## src/rtl/pc_fetch_sequencer_if.sv

```systemverilog
// rtl/pc_fetch_sequencer_if.sv - fetch sequencer control/instruction-memory bundle
interface pc_fetch_sequencer_if #(
    parameter int CNT_W = 16
);
    logic             stall;
    logic             redirect;
    logic [31:0]      redirect_target;
    logic             halt;
    logic             imem_ready;
    logic             imem_req;
    logic [31:0]      imem_addr;
    logic [31:0]      pc;
    logic             fetch_valid;
    logic [31:0]      fetch_pc;
    logic             halted;
    logic [CNT_W-1:0] fetch_count;
    logic             misalign_err;

    // Sequencer side: owns the PC and drives the memory request
    modport master (
        input  stall, redirect, redirect_target, halt, imem_ready,
        output imem_req, imem_addr, pc, fetch_valid, fetch_pc, halted,
               fetch_count, misalign_err
    );

    // Hazard/branch units, instruction memory and decode side
    modport slave (
        output stall, redirect, redirect_target, halt, imem_ready,
        input  imem_req, imem_addr, pc, fetch_valid, fetch_pc, halted,
               fetch_count, misalign_err
    );
endinterface

```

## src/rtl/pc_fetch_sequencer.sv

```systemverilog
// rtl/pc_fetch_sequencer.sv - PC register and fetch handshake sequencer (option macro: PC_ALIGN_CHECK_EN)
module pc_fetch_sequencer #(
    parameter logic [31:0] RESET_VECTOR = 32'h0004_0000,
    parameter int          PC_STEP      = 4,
    parameter int          CNT_W        = 16
) (
    input  logic                 clk_i,
    input  logic                 rst_i,
    pc_fetch_sequencer_if.master bus
);
    localparam logic [1:0] ST_BOOT  = 2'd0;
    localparam logic [1:0] ST_FETCH = 2'd1;
    localparam logic [1:0] ST_STALL = 2'd2;
    localparam logic [1:0] ST_HALT  = 2'd3;

    localparam logic [31:0] STEP = 32'(PC_STEP);

    logic [1:0]       state_q, state_d;
    logic [31:0]      pc_q, pc_d;
    logic             fetch_valid_q, fetch_valid_d;
    logic [31:0]      fetch_pc_q, fetch_pc_d;
    logic [CNT_W-1:0] fetch_count_q, fetch_count_d;
    logic             misalign_q, misalign_d;
    logic             target_bad;

`ifdef PC_ALIGN_CHECK_EN
    // A redirect to a non-word-aligned target is refused and stops the fetch stage
    assign target_bad = (bus.redirect_target[1:0] != 2'b00);
`else
    assign target_bad = 1'b0;
`endif

    // Next-state selection: halt > redirect > stall > memory ready
    always_comb begin
        state_d       = state_q;
        pc_d          = pc_q;
        fetch_valid_d = 1'b0;
        fetch_pc_d    = fetch_pc_q;
        fetch_count_d = fetch_count_q;
        misalign_d    = misalign_q;
        case (state_q)
            ST_BOOT: state_d = ST_FETCH;
            ST_FETCH: begin
                if (bus.halt) begin
                    state_d = ST_HALT;
                end else if (bus.redirect) begin
                    // Any completion in this cycle belongs to the old path and is dropped
                    if (target_bad) begin
                        misalign_d = 1'b1;
                        state_d    = ST_HALT;
                    end else begin
                        pc_d = bus.redirect_target;
                    end
                end else if (bus.stall) begin
                    // Completion discarded; the same PC is requested again after the stall
                    state_d = ST_STALL;
                end else if (bus.imem_ready) begin
                    fetch_valid_d = 1'b1;
                    fetch_pc_d    = pc_q;
                    fetch_count_d = fetch_count_q + 1'b1;
                    pc_d          = pc_q + STEP;
                end
            end
            ST_STALL: begin
                if (bus.halt) begin
                    state_d = ST_HALT;
                end else if (bus.redirect) begin
                    if (target_bad) begin
                        misalign_d = 1'b1;
                        state_d    = ST_HALT;
                    end else begin
                        pc_d = bus.redirect_target;
                        if (!bus.stall) begin
                            state_d = ST_FETCH;
                        end
                    end
                end else if (!bus.stall) begin
                    state_d = ST_FETCH;
                end
            end
            ST_HALT: state_d = ST_HALT;
            default: state_d = ST_BOOT;
        endcase
    end

    // Register update with synchronous active-low reset overriding everything
    always_ff @(posedge clk_i) begin
        if (!rst_i) begin
            state_q       <= ST_BOOT;
            pc_q          <= RESET_VECTOR;
            fetch_valid_q <= 1'b0;
            fetch_pc_q    <= 32'h0;
            fetch_count_q <= '0;
            misalign_q    <= 1'b0;
        end else begin
            state_q       <= state_d;
            pc_q          <= pc_d;
            fetch_valid_q <= fetch_valid_d;
            fetch_pc_q    <= fetch_pc_d;
            fetch_count_q <= fetch_count_d;
            misalign_q    <= misalign_d;
        end
    end

    assign bus.imem_req     = (state_q == ST_FETCH);
    assign bus.imem_addr    = pc_q;
    assign bus.pc           = pc_q;
    assign bus.fetch_valid  = fetch_valid_q;
    assign bus.fetch_pc     = fetch_pc_q;
    assign bus.halted       = (state_q == ST_HALT);
    assign bus.fetch_count  = fetch_count_q;
    assign bus.misalign_err = misalign_q;
endmodule

```

## src/flat_wrapper.sv

```systemverilog
// flat-port wrapper written by rule: the top's interface ports become plain ports
module pc_fetch_sequencer_flat 
#(
    parameter logic [31:0] RESET_VECTOR = 32'h0004_0000,
    parameter int          PC_STEP      = 4,
    parameter int          CNT_W        = 16
)
  (clk_i, rst_i, bus_stall, bus_redirect, bus_redirect_target, bus_halt, bus_imem_ready, bus_imem_req, bus_imem_addr, bus_pc, bus_fetch_valid, bus_fetch_pc, bus_halted, bus_fetch_count, bus_misalign_err);
  pc_fetch_sequencer_if #(.CNT_W(CNT_W)) bus_i ();
  input  logic clk_i;
  input  logic rst_i;
  input wire logic [$bits(bus_i.stall)-1:0] bus_stall;
  input wire logic [$bits(bus_i.redirect)-1:0] bus_redirect;
  input wire logic [$bits(bus_i.redirect_target)-1:0] bus_redirect_target;
  input wire logic [$bits(bus_i.halt)-1:0] bus_halt;
  input wire logic [$bits(bus_i.imem_ready)-1:0] bus_imem_ready;
  output wire logic [$bits(bus_i.imem_req)-1:0] bus_imem_req;
  output wire logic [$bits(bus_i.imem_addr)-1:0] bus_imem_addr;
  output wire logic [$bits(bus_i.pc)-1:0] bus_pc;
  output wire logic [$bits(bus_i.fetch_valid)-1:0] bus_fetch_valid;
  output wire logic [$bits(bus_i.fetch_pc)-1:0] bus_fetch_pc;
  output wire logic [$bits(bus_i.halted)-1:0] bus_halted;
  output wire logic [$bits(bus_i.fetch_count)-1:0] bus_fetch_count;
  output wire logic [$bits(bus_i.misalign_err)-1:0] bus_misalign_err;
  assign bus_i.stall = bus_stall;
  assign bus_i.redirect = bus_redirect;
  assign bus_i.redirect_target = bus_redirect_target;
  assign bus_i.halt = bus_halt;
  assign bus_i.imem_ready = bus_imem_ready;
  assign bus_imem_req = bus_i.imem_req;
  assign bus_imem_addr = bus_i.imem_addr;
  assign bus_pc = bus_i.pc;
  assign bus_fetch_valid = bus_i.fetch_valid;
  assign bus_fetch_pc = bus_i.fetch_pc;
  assign bus_halted = bus_i.halted;
  assign bus_fetch_count = bus_i.fetch_count;
  assign bus_misalign_err = bus_i.misalign_err;
  pc_fetch_sequencer #(.RESET_VECTOR(RESET_VECTOR), .PC_STEP(PC_STEP), .CNT_W(CNT_W)) u_core (.clk_i(clk_i), .rst_i(rst_i), .bus(bus_i));
endmodule
```

## config.mk

```make
export PLATFORM = sky130hd
export DESIGN_NAME = pc_fetch_sequencer_flat
export DESIGN_NICKNAME = d
export VERILOG_FILES = /design/src/rtl/pc_fetch_sequencer_if.sv /design/src/rtl/pc_fetch_sequencer.sv /design/src/flat_wrapper.sv
export SDC_FILE = /design/constraint.sdc
export NUM_CORES = 1
export LEC_CHECK = 0
export CAP_MARGIN = 20
export CORE_ASPECT_RATIO = 1.2
export CORE_MARGIN = 8
export CORE_UTILIZATION = 25
export CTS_CLUSTER_DIAMETER = 150
export DETAILED_ROUTE_END_ITERATION = 7
export SETUP_SLACK_MARGIN = 0.15
export SYNTH_ARGS = -nofsm -noshare
export SYNTH_HDL_FRONTEND = slang
export SYNTH_SLANG_ARGS = --single-unit
```

## constraint.sdc

```tcl
create_clock -name clk_i -period 3.87 [get_ports clk_i]
set_input_delay 0.5805 -clock clk_i [delete_from_list [all_inputs] [get_ports clk_i]]
set_output_delay 0.5805 -clock clk_i [all_outputs]
set_load 0.02 [all_outputs]
```

==> impl.org, run 1 <==
** Status
- The flow ran to the end, and the final reports show no timing, DRC or antenna violations.

** Synthesis
- The cell count after synthesis came out at between 500 and 600.
- The mapped netlist covers approximately 4300 sq um.
- Sequential fraction of the synthesis area :: 0.387
- The number of different library cells used by synthesis comes to 58.
- For this run, asynchronously set or reset flops after synthesis account for 0.
- During synthesis, Yosys emitted a total of 0 warnings.
- Mapped Avg Cell Area :: 7.73 sq um
- In this run, synthesis produced a sequential element count of 83.
- The synthesized design contains 0 enable-type register cells.
- Among all flip-flop cells after synthesis, the most frequent one is dfxtp_1.
- Mapped Nets :: 600

** Clocking
- After clock tree synthesis, the setup repair step added 0 buffers.
- In this run the deepest clock path goes through 2 buffers.
- Root buf cell :: clkbuf_16
- Clk slew on worst S/H paths :: 0.07 ns
- Resize count post-CTS :: 0
- H-tree depth :: 3
- TritonCTS built the clock tree.
- Sink count of the clock tree :: 83
- Inserted Clock Buffers :: 9
- Clock latency on the worst-skew pair, taken at its later pin, is 0.34 ns.
- Hold-fix buffer count after cts :: 0

** Worst hold path
- Tightest Hold Check Type :: reg -> reg

** Floorplanning
- The region available for standard cell placement spans approximately 17000 sq um.
- Effective utilization at floorplan :: 0.255
- Row generation in the floorplan step produced 52 rows.
- The floorplan step defined a die boundary enclosing 21600 sq um.
- From bottom edge to top edge, the die measures 160 um.
- From left edge to right edge, the die measures 136 um.
- Total I/O pin count :: 154

** Critical path
- CP Data Arrival Time :: 2.87 ns
- Critical path fanouts, max :: 19
- CP peak stage delay :: 0.69 ns
- Crit path max-delay family :: compound AO/OA/AOI/OAI gates
- Launching element type of the critical path :: input port
- Cell breakdown of the critical path :: clkdlybuf4s50_1 -> o21ba_2 -> o221ai_2 -> buf_4 -> nor2_1 -> mux2i_1 -> o22ai_1
- CP Class :: in -> reg
- Critical-path top delay cell :: clkdlybuf4s50_1
- The worst setup path is captured at a register.
- Number of buffer and inverter stages on the critical path :: 2
- For the worst setup path, the data required time is 4.08 ns.

** Cells and area
- Counting the fill cells in the layout gives roughly 1700.
- Commonest cells after routing, fill and taps aside :: 152 x clkdlybuf4s50_1, 102 x nand2_1, 83 x dfxtp_1
- Area of the multi-input gates :: 2220 sq um
- Most common cell after layout, fill and taps aside :: clkdlybuf4s50_1
- Summing all flip-flop and latch instances after layout gives 1660 sq um.
- In the final layout, the share of cells above drive strength 1 is 0.0572.
- Compared with the post-synthesis result, the final layout area differs by 41.6%.
- Number of nets in the layout :: 703
- Antenna diode instance count :: 0

** Detailed routing
- The first detailed-routing pass took 6 iterations.
- Dividing the detail-routed via count by the number of cells gives 4.97.
- DRC marker count from the first detailed-route iteration :: 271
- In the final routed layout, each cell accounts on average for roughly 17 um.
- After detailed routing, the number of remaining DRC violations is 0.
- Number of vias in the routed layout :: 4371
- Count of nets left with antenna violations after detail routing :: 0
- Total wirelength of the detailed-routed design :: 14.9 mm

** Timing
- For this run, the top clock speed supported by timing is 377 MHz.
- Setup violations remaining at the end of the flow were counted as 0.
- Min Clock Period, post-route :: 2.65 ns
- Final period util :: 0.685
- Worst-case clock skew :: 0.0121 ns
- Sum of negative setup slack :: 0 ns
- Hold timing on the final database bottoms out at a slack of between 0.4 and 0.5 ns.
- Max_slew headroom :: 0.393
- Setup repair after global routing left no endpoint under its margin.
- The number of hold-slack violations in the final timing report is 0.
- At the pin with the least slew margin, the transition time is 0.903 ns.
- The final-report max-slew violation count is 0.

** Power
- Across the VDD grid, the largest voltage drop is between 0.3 and 0.4 mV.
- Static leakage :: about 0.0020 uW
- Power spread over the standard cell area amounts to 598 nW/um^2.

** Global routing
- The initial antenna violation count came to 0.
- Largest net degree at the start of global routing :: 40
- First-pass GRT wire length :: 23.9 mm
- The number of global-route vias before repair came to 4331.
- Global Route Usage Sum :: 0.137
- Sum of overflow across all layers after global routing :: 0

** Run
- Max Cap Violations :: 0

** Place
- Detail Placement HPWL :: approximately 11 mm
- At the end of routability-driven placement, the weighted congestion stood at around 0.74.
- Number of input and output port buffers inserted :: around 150
[cells in the mapped netlist (2+ instances only)]
master	instances	area (sq um)
clkbuf_1	24	90.1
a211oi_1	8	60.1
o221a_2	5	56.3
or4_1	2	15.0
and2_1	5	31.3
nor2b_1	2	12.5
and3_1	8	50.1
ha_1	6	75.1
and4_1	2	17.5
dfxtp_1	83	1660
nand2_1	103	387
o21ai_0	27	135
nand3b_1	2	15.0
nor4_1	7	43.8
or3_1	9	56.3
nand4_1	14	87.6
nor3_1	8	40.0
a311oi_1	3	26.3
nor3b_1	2	15.0
o22ai_1	7	43.8
xnor2_1	3	26.3
a31oi_1	3	18.8
inv_1	8	30.0
o41ai_1	3	26.3
o21a_1	2	15.0
nor2_1	33	124
nand3_1	25	125
buf_4	33	248
buf_1	3	11.3
mux2i_1	3	30.0
a21oi_1	66	330
xor2_1	4	35.0
a32oi_1	6	52.6
buf_2	6	30.0
o31a_1	4	35.0
a21o_1	2	15.0
a22oi_1	2	15.0
o211ai_1	3	22.5
[logic make-up after synthesis]
family	Yosys count	share of synthesized area
compound gates	153	0.224
simple gates	228	0.251
other cells	1	0.000873
buf+inv	75	0.0979
flops	83	0.387
fa+ha+maj	6	0.0175
mux	3	0.00699
xor+xnor	7	0.0143
[worst paths after layout]
check / to / slack (ns) / cells past startpoint / start
setup / recovery: u_core.bus.imem_addr[23] / 1.22 / 7 / bus_redirect
hold / removal: u_core.bus.fetch_pc[7] / 0.45 / 2 / u_core.bus.fetch_pc[7]
setup reg to reg: u_core.bus.imem_addr[30] / 1.32 / 6 / u_core.bus.imem_addr[3]
hold reg to reg: u_core.bus.fetch_pc[7] / 0.45 / 2 / u_core.bus.fetch_pc[7]
[worst min-delay path: stages (launching register included)]
cell and delay, ns:
dfxtp_1 0.31, nand2_1 0.05, a21oi_1 0.05
[report_power, final]
group | internal, uW | switching [uW]
Combinational | 643 | 820
Sequential | 975 | 249
Clock | 585 | 368
Total | 2200 | 1440
[flip-flops by register name (all words and copies together) (netlist names)]
register                flops
u_core.bus.imem_addr       32
u_core.bus.fetch_count     16
u_core.bus.fetch_pc        32
u_core.state_q              2
u_core.bus.fetch_valid      1
[metrics by stage]
| step | total power (uW) | instances | util | setup WS [ns] | instance area, sq um |
|---|---|---|---|---|---|
| after CTS | 3680 | 880 | 0.361 | 1.21 | 6080 |
| final | 3640 | 880 | 0.361 | 1.22 | 6080 |
| after detailed placement | 2720 | 864 | 0.342 | 0.852 | 5760 |
| after floorplan | 2160 | 556 | - | 1.76 | 4300 |
| after global placement | 2710 | 864 | 0.342 | 0.901 | 5760 |
| after global routing | 3870 | 880 | 0.361 | 1.01 | 6080 |
[area by class of cell]
class / count / share of cell area
timing repair buffer: 159 / 0.259
sequential: 83 / 0.273
clock buffer: 10 / 0.0393
inverter: 8 / 0.00494
tap: 216 / 0.0444
clock inverter: 6 / 0.0144
multi-input combinational: 398 / 0.365
[layer usage]
| metal | part of all wire | vias to the layer above | GRT usage |
|---|---|---|---|
| met5 | 0 | - | 0 |
| met4 | 0.015 | 0 | 0.0450 |
| met3 | 0.073 | 11 | 0.0366 |
| met2 | 0.48 | 145 | 0.228 |
| met1 | 0.43 | 2048 | 0.166 |
| li1 | - | 2167 | - |
No activity file was read; power rests on OpenSTA's default activity.
==> run 2: changes to the inputs <==
==> constraint.sdc (replaced) <==
create_clock -name clk_i -period 2.22 [get_ports clk_i]
set_input_delay 0.333 -clock clk_i [delete_from_list [all_inputs] [get_ports clk_i]]
set_output_delay 0.333 -clock clk_i [all_outputs]
set_load 0.02 [all_outputs]
==> run 2 against run 1 <==
Against the previous run: total power grew 87%; via count increased by 4.0%; clock skew fell by 0.0026 ns; setup slack worse by 0.96 ns; clock power is 71% higher; wire length grew 3.2%; global-route usage rose by 0.25 points; critical path type is now reg -> reg; critical endpoint is now u_core.bus.imem_addr[26]; largest power group unchanged.
==> impl.org, run 2 (synthesis gave the netlist of run 1 again) <==
** Clocking
- Latest clock arrival within the worst-skew pair :: 0.35 ns
- The tree built by TritonCTS fans out to 83 sinks.
- The clock tree synthesis step divided the H-tree into 3 levels.
- Clock-pin slew was measured on the worst setup and hold paths at roughly 0.070 ns.
- Inserted Clock Buffers :: 9
- After clock tree synthesis, the setup repair step added 0 buffers.
- CTS tree :: built
- Maximum number of buffers from clock root to sink :: 2
- CTS placed an instance of clkbuf_16 at the clock tree root.

** Timing
- Unrepaired setup endpoints after global routing :: yes
- Timing would allow up to a little over 500 MHz.
- Counting I/O delays and the setup requirement, the final critical path takes 1.96 ns.
- Max-slew violations :: 0
- Final period util :: 0.882
- Final setup fails :: 0
- Across the routed clock network, the largest skew measured is 0.00950 ns.
- The number of hold-slack violations in the final timing report is 0.

** Worst hold path
- The worst hold path terminates at u_core.bus.fetch_pc[8].
- The tightest min-delay check is of the reg -> reg type.
- Hold Path Cell Cnt :: 2
- Launch point of the worst hold path :: u_core.bus.fetch_pc[8]

** Global routing
- The initial antenna violation count came to 1.
- For met2 alone, demand over resource in global routing was 0.229.
- Most crowded layer after global routing :: met2
- In the global route stage, met1 resource usage came out at 0.165.
- Sum of overflow across all layers after global routing :: 0
- The first global-routing pass estimated 23.9 mm of wire.
- Largest net degree at the start of global routing :: 40
- The number of global-route vias before repair came to 4333.
- Met3 demand-to-capacity share in global routing :: 0.0391
- For this run, the total global-route usage over all layers was measured as 0.140.

** Floorplanning
- Placeable core area :: 16900 sq um
- Effective utilization at floorplan :: 0.255
- After floorplanning, the core was divided into 52 placement rows.
- Total I/O pin count :: 154
- The die is 136 um wide.
- DIE AREA :: 21600 sq um
- Y dimension of the die :: 160 um

** Detailed routing
- Wire length per cell after detailed routing :: 16.6 um
- For this block, the via count after detailed routing is approximately 4500.
- Summed over all layers, the routed wires come to approximately 15 mm.
- After detailed routing, the number of remaining DRC violations is 0.
- Detailed-route vias per instance :: 4.89
- DRC marker count from the first detailed-route iteration :: 341
- Count of nets left with antenna violations after detail routing :: 0
- The pre-antenna-repair detailed-routing pass consisted of 7 iterations.

** Cells and area
- Area grow syn2layout :: 51.9%
- In the layout the commonest cells are 151 x clkdlybuf4s50_1, 102 x nand2_1, 78 x dfxtp_1.
- The finished cells cover 6530 sq um.
- Most common cell after layout, fill and taps aside :: clkdlybuf4s50_1
- After filler insertion, the fill cell instance count of the layout stands at 1718.
- The multi-input combinational cells in the finished layout cover a total of 2250 sq um.
- Measured on the finished design, the core utilization comes to 0.387.
- Fraction of final layout cells with drive strength greater than 1 :: 0.136
- 0 antenna diodes ended up in the layout.
- Across the whole layout, storage elements account for 1670 sq um.
- In the final design database the tool counted 753 nets.
- The count of cells in the finished layout, fillers not included, comes to ~930.

** Power
- Int Pwr :: 4200 uW
- Static leakage :: 0.00224 uW
- Power comes to around 6800 uW.
- Ratio of total power to cell area :: 1040 nW/um^2
- Largest voltage drop on the vdd net :: 0.515 mV
- Summed over all nets, the switching power comes to 2610 uW.
- Part of the power in combinational logic :: 0.473
- Of the total power, registers draw 0.288.
- Of the total power, the share spent switching nets is 0.383.
- The share of total power dissipated in the clock network is 0.240.

** Place
- Placed cells :: 914
- RePlAce Congestion :: 0.787
- Detail Placement HPWL :: about 12 mm
- During placement, the flow inserted port buffers numbering 152.
- Instance area after placement :: 6170 sq um

** Critical path
- The worst register-to-register path ends at u_core.bus.imem_addr[26].
- STA classifies the critical path endpoint as a register.
- CP Class :: reg -> reg
- Setup slack on the worst reg-to-reg path comes out at roughly 0.26 ns.
- Required time at the worst-slack endpoint :: between 2 and 2.5 ns
- In this run the critical register-to-register path is launched from u_core.state_q[0].
- Critical path fanouts, max :: 5
- STA puts the critical path data arrival time at 2.20 ns.
- R2r worst-path depth :: 7
- Launching element type of the critical path :: register

** Status
- The flow ran to the end, and the final reports show no timing, DRC or antenna violations.

** Run
- Max-cap violations in this run came to 0.
==> run 2: cell types whose count changed in the layout (fill, tap and decap cells not counted), moves of 2 or more <==
cell | before | now
dfxtp_2 | 0 | 5
dfxtp_1 | 83 | 78
ha_1 | 6 | 4
buf_12 | 0 | 3
buf_4 | 7 | 54
==> run 2: power groups by stage <==
stage / combinational (uW) / sequential [uW] / clock, uW
6_report: 3220 / 1960 / 1630
5_1_grt: 3470 / 2000 / 1730
4_1_cts: 3230 / 1950 / 1670
3_5_place_dp: 3220 / 1980 / 0
3_3_place_gp: 3220 / 1980 / 0
2_1_floorplan: 1510 / 2250 / 0
==> run 2: worst max path at each step <==
stage / startpoint / to / slack [ns] / depth (start not counted)
after floorplan: u_core.bus.imem_addr[6] / u_core.bus.imem_addr[27] / 0.15 / 6
after global placement: bus_halt / u_core.bus.fetch_count[15] / -0.03 / 6
after detailed placement: bus_halt / u_core.bus.fetch_count[15] / -0.05 / 6
after CTS: u_core.bus.imem_addr[3] / u_core.bus.imem_addr[26] / 0.15 / 7
after global routing: u_core.state_q[0] / u_core.bus.imem_addr[30] / 0.14 / 7
final: u_core.state_q[0] / u_core.bus.imem_addr[26] / 0.26 / 7
==> run 2: per-stage QoR <==
stage	setup WS, ns	hold WS (ns)	TNS [ns]
2_1_floorplan	0.151	0.469	0
3_3_place_gp	-0.0266	0.441	-0.0658
3_5_place_dp	-0.0539	0.447	-0.202
4_1_cts	0.155	0.455	0
5_1_grt	0.141	0.465	0
6_report	0.261	0.452	0
==> run 2: repair_timing <==
action                                  CTS  global route
resized for setup                         2             8
pin swaps                                 0             3
hold buffers                              0             0
endpoints found under the setup margin    2            11
==> run 2: cell type report <==
| type | instances | area share |
|---|---|---|
| clock buffers | 10 | 0.0366 |
| clock inverters | 5 | 0.0119 |
| inverters | 8 | 0.00460 |
| multi-input cells | 398 | 0.346 |
| flip-flops and latches | 83 | 0.256 |
| well taps | 216 | 0.0414 |
| repair buffers | 209 | 0.304 |
==> run 2: metal layers <==
layer | vias up | part of all wire
li1 | 2271 | -
met1 | 2126 | 0.43
met2 | 128 | 0.49
met3 | 17 | 0.065
met4 | 2 | 0.017
met5 | - | 0.00085
==> run 2: worst max-delay path: stages (launching register included) <==
cell and delay [ns]:
dfxtp_2 0.39, inv_1 0.08, ha_1 0.26, a21oi_1 0.23, o221a_2 0.32, o21ai_0 0.12
a22o_1 0.19, o31a_1 0.29
